## src/rtl/riscv_pkg.sv

```systemverilog
// Shared RISC-V front-end definitions: fetch entry layout, NOP encoding and
// the base opcodes the decoder and fetch queue agree on.
package riscv_pkg;

    localparam int XLEN = 32;

    localparam logic [XLEN-1:0] NOP_INSTR = 32'h00000013;

    localparam logic [6:0] OP_IMM   = 7'b0010011;
    localparam logic [6:0] OP_LOAD  = 7'b0000011;
    localparam logic [6:0] OP_STORE = 7'b0100011;
    localparam logic [6:0] OP_LUI   = 7'b0110111;

    typedef struct packed {
        logic [XLEN-1:0] pc;
        logic [XLEN-1:0] instr;
    } fetch_entry_t;

    function automatic logic [6:0] opcode_of(input logic [XLEN-1:0] instr);
        return instr[6:0];
    endfunction

endpackage

```

## src/rtl/inst_fetch_queue.sv

```systemverilog
// Circular fetch-to-decode instruction buffer with valid/ready on both sides
// and single-cycle flush. Define IFQ_BYPASS_EN for empty-queue bypass.
module inst_fetch_queue #(
    parameter int          DEPTH     = 8,
    parameter int          PTR_W     = $clog2(DEPTH),
    parameter logic [31:0] NOP_INSTR = riscv_pkg::NOP_INSTR
) (
    input  logic             clk,
    input  logic             rst,
    input  logic             flush,
    input  logic             in_valid,
    output logic             in_ready,
    input  logic [31:0]      in_pc,
    input  logic [31:0]      in_instr,
    output logic             out_valid,
    input  logic             out_ready,
    output logic [31:0]      out_pc,
    output logic [31:0]      out_instr,
    output logic [PTR_W:0]   count
);

    import riscv_pkg::*;

    localparam logic [PTR_W:0]   FULL_COUNT = (PTR_W + 1)'(DEPTH);
    localparam logic [PTR_W:0]   CNT_ONE    = (PTR_W + 1)'(1);
    localparam logic [PTR_W-1:0] PTR_ONE    = (PTR_W)'(1);

    fetch_entry_t       mem [DEPTH];
    fetch_entry_t       head;
    logic [PTR_W-1:0]   wr_ptr;
    logic [PTR_W-1:0]   rd_ptr;
    logic [PTR_W:0]     occ;
    logic               empty;
    logic               full;
    logic               bypass;
    logic               push;
    logic               pop;

    assign empty    = (occ == '0);
    assign full     = (occ == FULL_COUNT);
    assign in_ready = ~full;
    assign count    = occ;

`ifdef IFQ_BYPASS_EN
    assign bypass = empty & in_valid & ~flush;
`else
    assign bypass = 1'b0;
`endif

    // A bypassed entry that the decoder takes immediately is never stored.
    assign out_valid = ~empty | bypass;
    assign pop       = ~empty & out_ready;
    assign push      = in_valid & ~full & ~(bypass & out_ready);

    always_comb begin
        head = mem[rd_ptr];
        if (bypass) begin
            head = {in_pc, in_instr};
        end else if (empty) begin
            head = {32'h0, NOP_INSTR};
        end
    end

    assign out_pc    = head.pc;
    assign out_instr = head.instr;

    always_ff @(posedge clk) begin
        if (rst) begin
            wr_ptr <= '0;
            rd_ptr <= '0;
            occ    <= '0;
        end else if (flush) begin
            wr_ptr <= '0;
            rd_ptr <= '0;
            occ    <= '0;
        end else begin
            if (push) begin
                wr_ptr <= wr_ptr + PTR_ONE;
            end
            if (pop) begin
                rd_ptr <= rd_ptr + PTR_ONE;
            end
            case ({push, pop})
                2'b10:   occ <= occ + CNT_ONE;
                2'b01:   occ <= occ - CNT_ONE;
                default: occ <= occ;
            endcase
        end
    end

    // Storage carries no reset; stale contents are masked by the occupancy.
    always_ff @(posedge clk) begin
        if (push && !rst && !flush) begin
            mem[wr_ptr] <= {in_pc, in_instr};
        end
    end

endmodule

```

## config.mk

```make
export PLATFORM = sky130hd
export DESIGN_NAME = inst_fetch_queue
export DESIGN_NICKNAME = d
export VERILOG_FILES = /design/src/rtl/riscv_pkg.sv /design/src/rtl/inst_fetch_queue.sv
export SDC_FILE = /design/constraint.sdc
export NUM_CORES = 1
export LEC_CHECK = 0
export CAP_MARGIN = 25
export CORE_ASPECT_RATIO = 1.2
export CORE_MARGIN = 10
export CORE_UTILIZATION = 55
export CTS_CLUSTER_SIZE = 40
export DETAILED_ROUTE_END_ITERATION = 16
export MAX_ROUTING_LAYER = met4
export PLACE_DENSITY = 0.75
export SYNTH_ARGS = -nofsm -noshare
export SYNTH_HDL_FRONTEND = slang
export SYNTH_SLANG_ARGS = --single-unit
```

## constraint.sdc

```tcl
create_clock -name clk -period 13.16 [get_ports clk]
set_input_delay 2.632 -clock clk [delete_from_list [all_inputs] [get_ports clk]]
set_output_delay 2.632 -clock clk [all_outputs]
set_load 0.1 [all_outputs]
```

==> metrics.yaml <==
internal-power_mw: 2.66
die_y_um: 229
r2r-start: "count[1]"
clockBufferDepth: 3
dp_cells: 1462
grt_max_degree: 97
period_share_pct: 52.6
crit_path_max_fanout: 66
syn_avg_cell_area_um2: 22.6
status: "complete, no violations"
cts_buffers: 49
min_path_type: "reg2reg"
antenna_found_initial: 2
cap_violations: 0
grt_pass1_vias: 9756
p_comb_share_pct: 7.6
final_cells: 1552
powerDensity_nw_per_um2: 145
start_util_pct: 55.8
synth_cell_types: 35
slew_headroom_pct: 27.5
postCtsSetupRepairBufs: 0
p_leak_nw: 7.04
rows: 76
final_area_um2: 23400
grt_usage_pct: 18.2
synth_area_um2: 20100
layout.nets: 1119
worstMarginPinSlew_ns: 1.08
holdPathStages: 2
switching_share_pct: 22.0
grt_overflow: 0
ys_ff_latch: 525
cts_hold_buffers: 0
clock_latency_ns: 0.55
synth-edff-count: 512
final_util_pct: 65.2
min-delay-start: "rd_ptr[1]"
drv_slew: 0
area_growth_pct: 16.8
fp.dieW_um: 194
rsz0062_at_grt: "false"
port-buffer-count: 138
reg2reg_slack_ns: 9.72
setup_viol: 0
irDropWorstVdd_mv: 0.129
path_cells: "buf_4 -> mux4_2 -> mux2i_1 -> nor2_1 -> clkdlybuf4s50_1"
cts_tree: "built"
drc_errors: 0
endpoint_kind: "output port"
arrival_ns: 4.29
startpoint_type: "flop"
place_ws_ns: 6.70
clock_skew_ns: 0.0147
ys.flop_type: "edfxtp_1"
fin_crit_ns: 6.92
critPathRequiredTime_ns: 10.53
worst_path_largest_cell_delay_ns: 1.19
gp_congestion: 0.723
placed_cell_area_um2: 22000
coreArea_um2: 35900
fmax_ghz: 0.144
vias_per_cell: 5.88
hold_viol: 0
p_total_mw: 3.40
cp_slowest_cell: "clkdlybuf4s50_1"
switching_power_mw: 0.748
clkSlewWorstSetupHoldPaths_ns: 0.06
layout-drive-gt1-share_pct: 20.4
io_pins: 139
cts_resized: 0
r2r-end: "mem[4][52]"
ys_seq_area_share_pct: 78.0
synthesis.nets: 963
pwr-share-seq_pct: 54.3
vias: 9120
drt_wl_total_um: 38900
yosys_warnings: 0
drt-initial-drc-count: 700
clkPwrFrac_pct: 38.1
die_area_um2: 44500
dp_hpwl_um: 20700
wl_per_cell_um: 25.1
ant_nets: 0
synthArstFlopShare_pct: 0
critical_path_class: "reg2out"
clock-sinks: 525
tns_ns: 0
worstRegToRegCells: 4
cts-root-buf: "clkbuf_16"
whs_ns: 0.480
grt_pass1_wl_um: 60600
synthCells: 889
first_pass_iters: 4
worst_slack_ns: 6.24
htree_num_levels: 2
-- power by group through the flow --
stage / combinational (mW) / clock [mW] / sequential [mW]
5_1_grt: 0.271 / 1.39 / 1.85
4_1_cts: 0.261 / 1.32 / 1.85
6_report: 0.257 / 1.30 / 1.85
2_1_floorplan: 0.171 / 0 / 1.89
3_5_place_dp: 0.260 / 0 / 1.88
3_3_place_gp: 0.258 / 0 / 1.88
-- layout by cell type (no fill, tap or decap), drive strengths merged, types with 3 or more instances in the layout --
master / count
edfxtp: 512
clkdlybuf4s50: 138
mux4: 128
nor2: 76
mux2i: 65
clkbuf: 61
clkinv: 23
dfxtp: 13
buf: 12
nand2: 9
xor2: 7
nand3: 5
ha: 5
a21oi: 4
diode: 3
nand2b: 3
bufinv: 3
-- cells by family after synthesis --
group / count (synthesis) / share of synthesized area [%]
DFF: 525 / 78.0
muxes: 193 / 17.6
and+or+nand+nor: 104 / 2.35
buffers and inverters: 47 / 1.17
AOI/OAI and AO/OA: 8 / 0.268
xor gates and xnor gates: 7 / 0.306
adders and majority gates: 5 / 0.312
-- cell type report --
cell class              count  area [um2]
flip-flops and latches    525       15600
multi-input cells         317        4240
well taps                 468         586
clock buffers              61        1270
repair buffers            150        1480
fillers                  2360       12500
clock inverters            26         189
diodes                      3        7.51
inverters                   2        7.51
-- state kept, by name, summed over array words and instances, names as in the netlist, named ones only --
| name | flops |
|---|---|
| count | 4 |
| rd_ptr | 3 |
| mem | 512 |
| wr_ptr | 3 |
-- cells in the mapped netlist (2+ instances only) --
master	count	share of area, %
edfxtp_1	512	77
mux4_2	128	14
nor2_1	76	1.4
mux2i_1	65	3.2
buf_1	14	0.26
buf_2	13	0.32
dfxtp_1	13	1.3
clkbuf_1	9	0.17
buf_4	7	0.26
nand2_1	7	0.13
xor2_1	7	0.31
ha_1	5	0.31
nand3_1	5	0.12
a21oi_1	3	0.075
nand2b_1	3	0.094
buf_6	2	0.11
inv_2	2	0.037
-- worst max-delay path by stage --
stage | from | slack, ns | endpoint | depth (start not counted)
2_1_floorplan | rst | 5.30 | mem[4][0] | 3
3_3_place_gp | flop | 6.67 | out_pc[18] | 5
3_5_place_dp | flop | 6.70 | out_pc[18] | 5
4_1_cts | flop | 6.09 | out_pc[18] | 5
5_1_grt | flop | 6.00 | out_pc[26] | 5
6_report | flop | 6.24 | out_instr[20] | 5
-- routing by layer --
metal / wire length [um] / GRT usage (%) / vias to the layer above
met4: 860 / 5.34 / 0
met2: 20300 / 30.2 / 238
met5: 0 / - / -
met3: 1860 / 3.16 / 59
met1: 15900 / 22.7 / 4808
li1: - / - / 4015
-- critical path: cells and delay by family (launching register included) --
kind,cells,cell delay [ns]
AND/OR/NAND/NOR,1,0.24
flip-flops,1,0.99
multiplexers,2,0.42
buffers and inverters,2,2.01
Note: power is estimated with default switching activity, not from simulation.
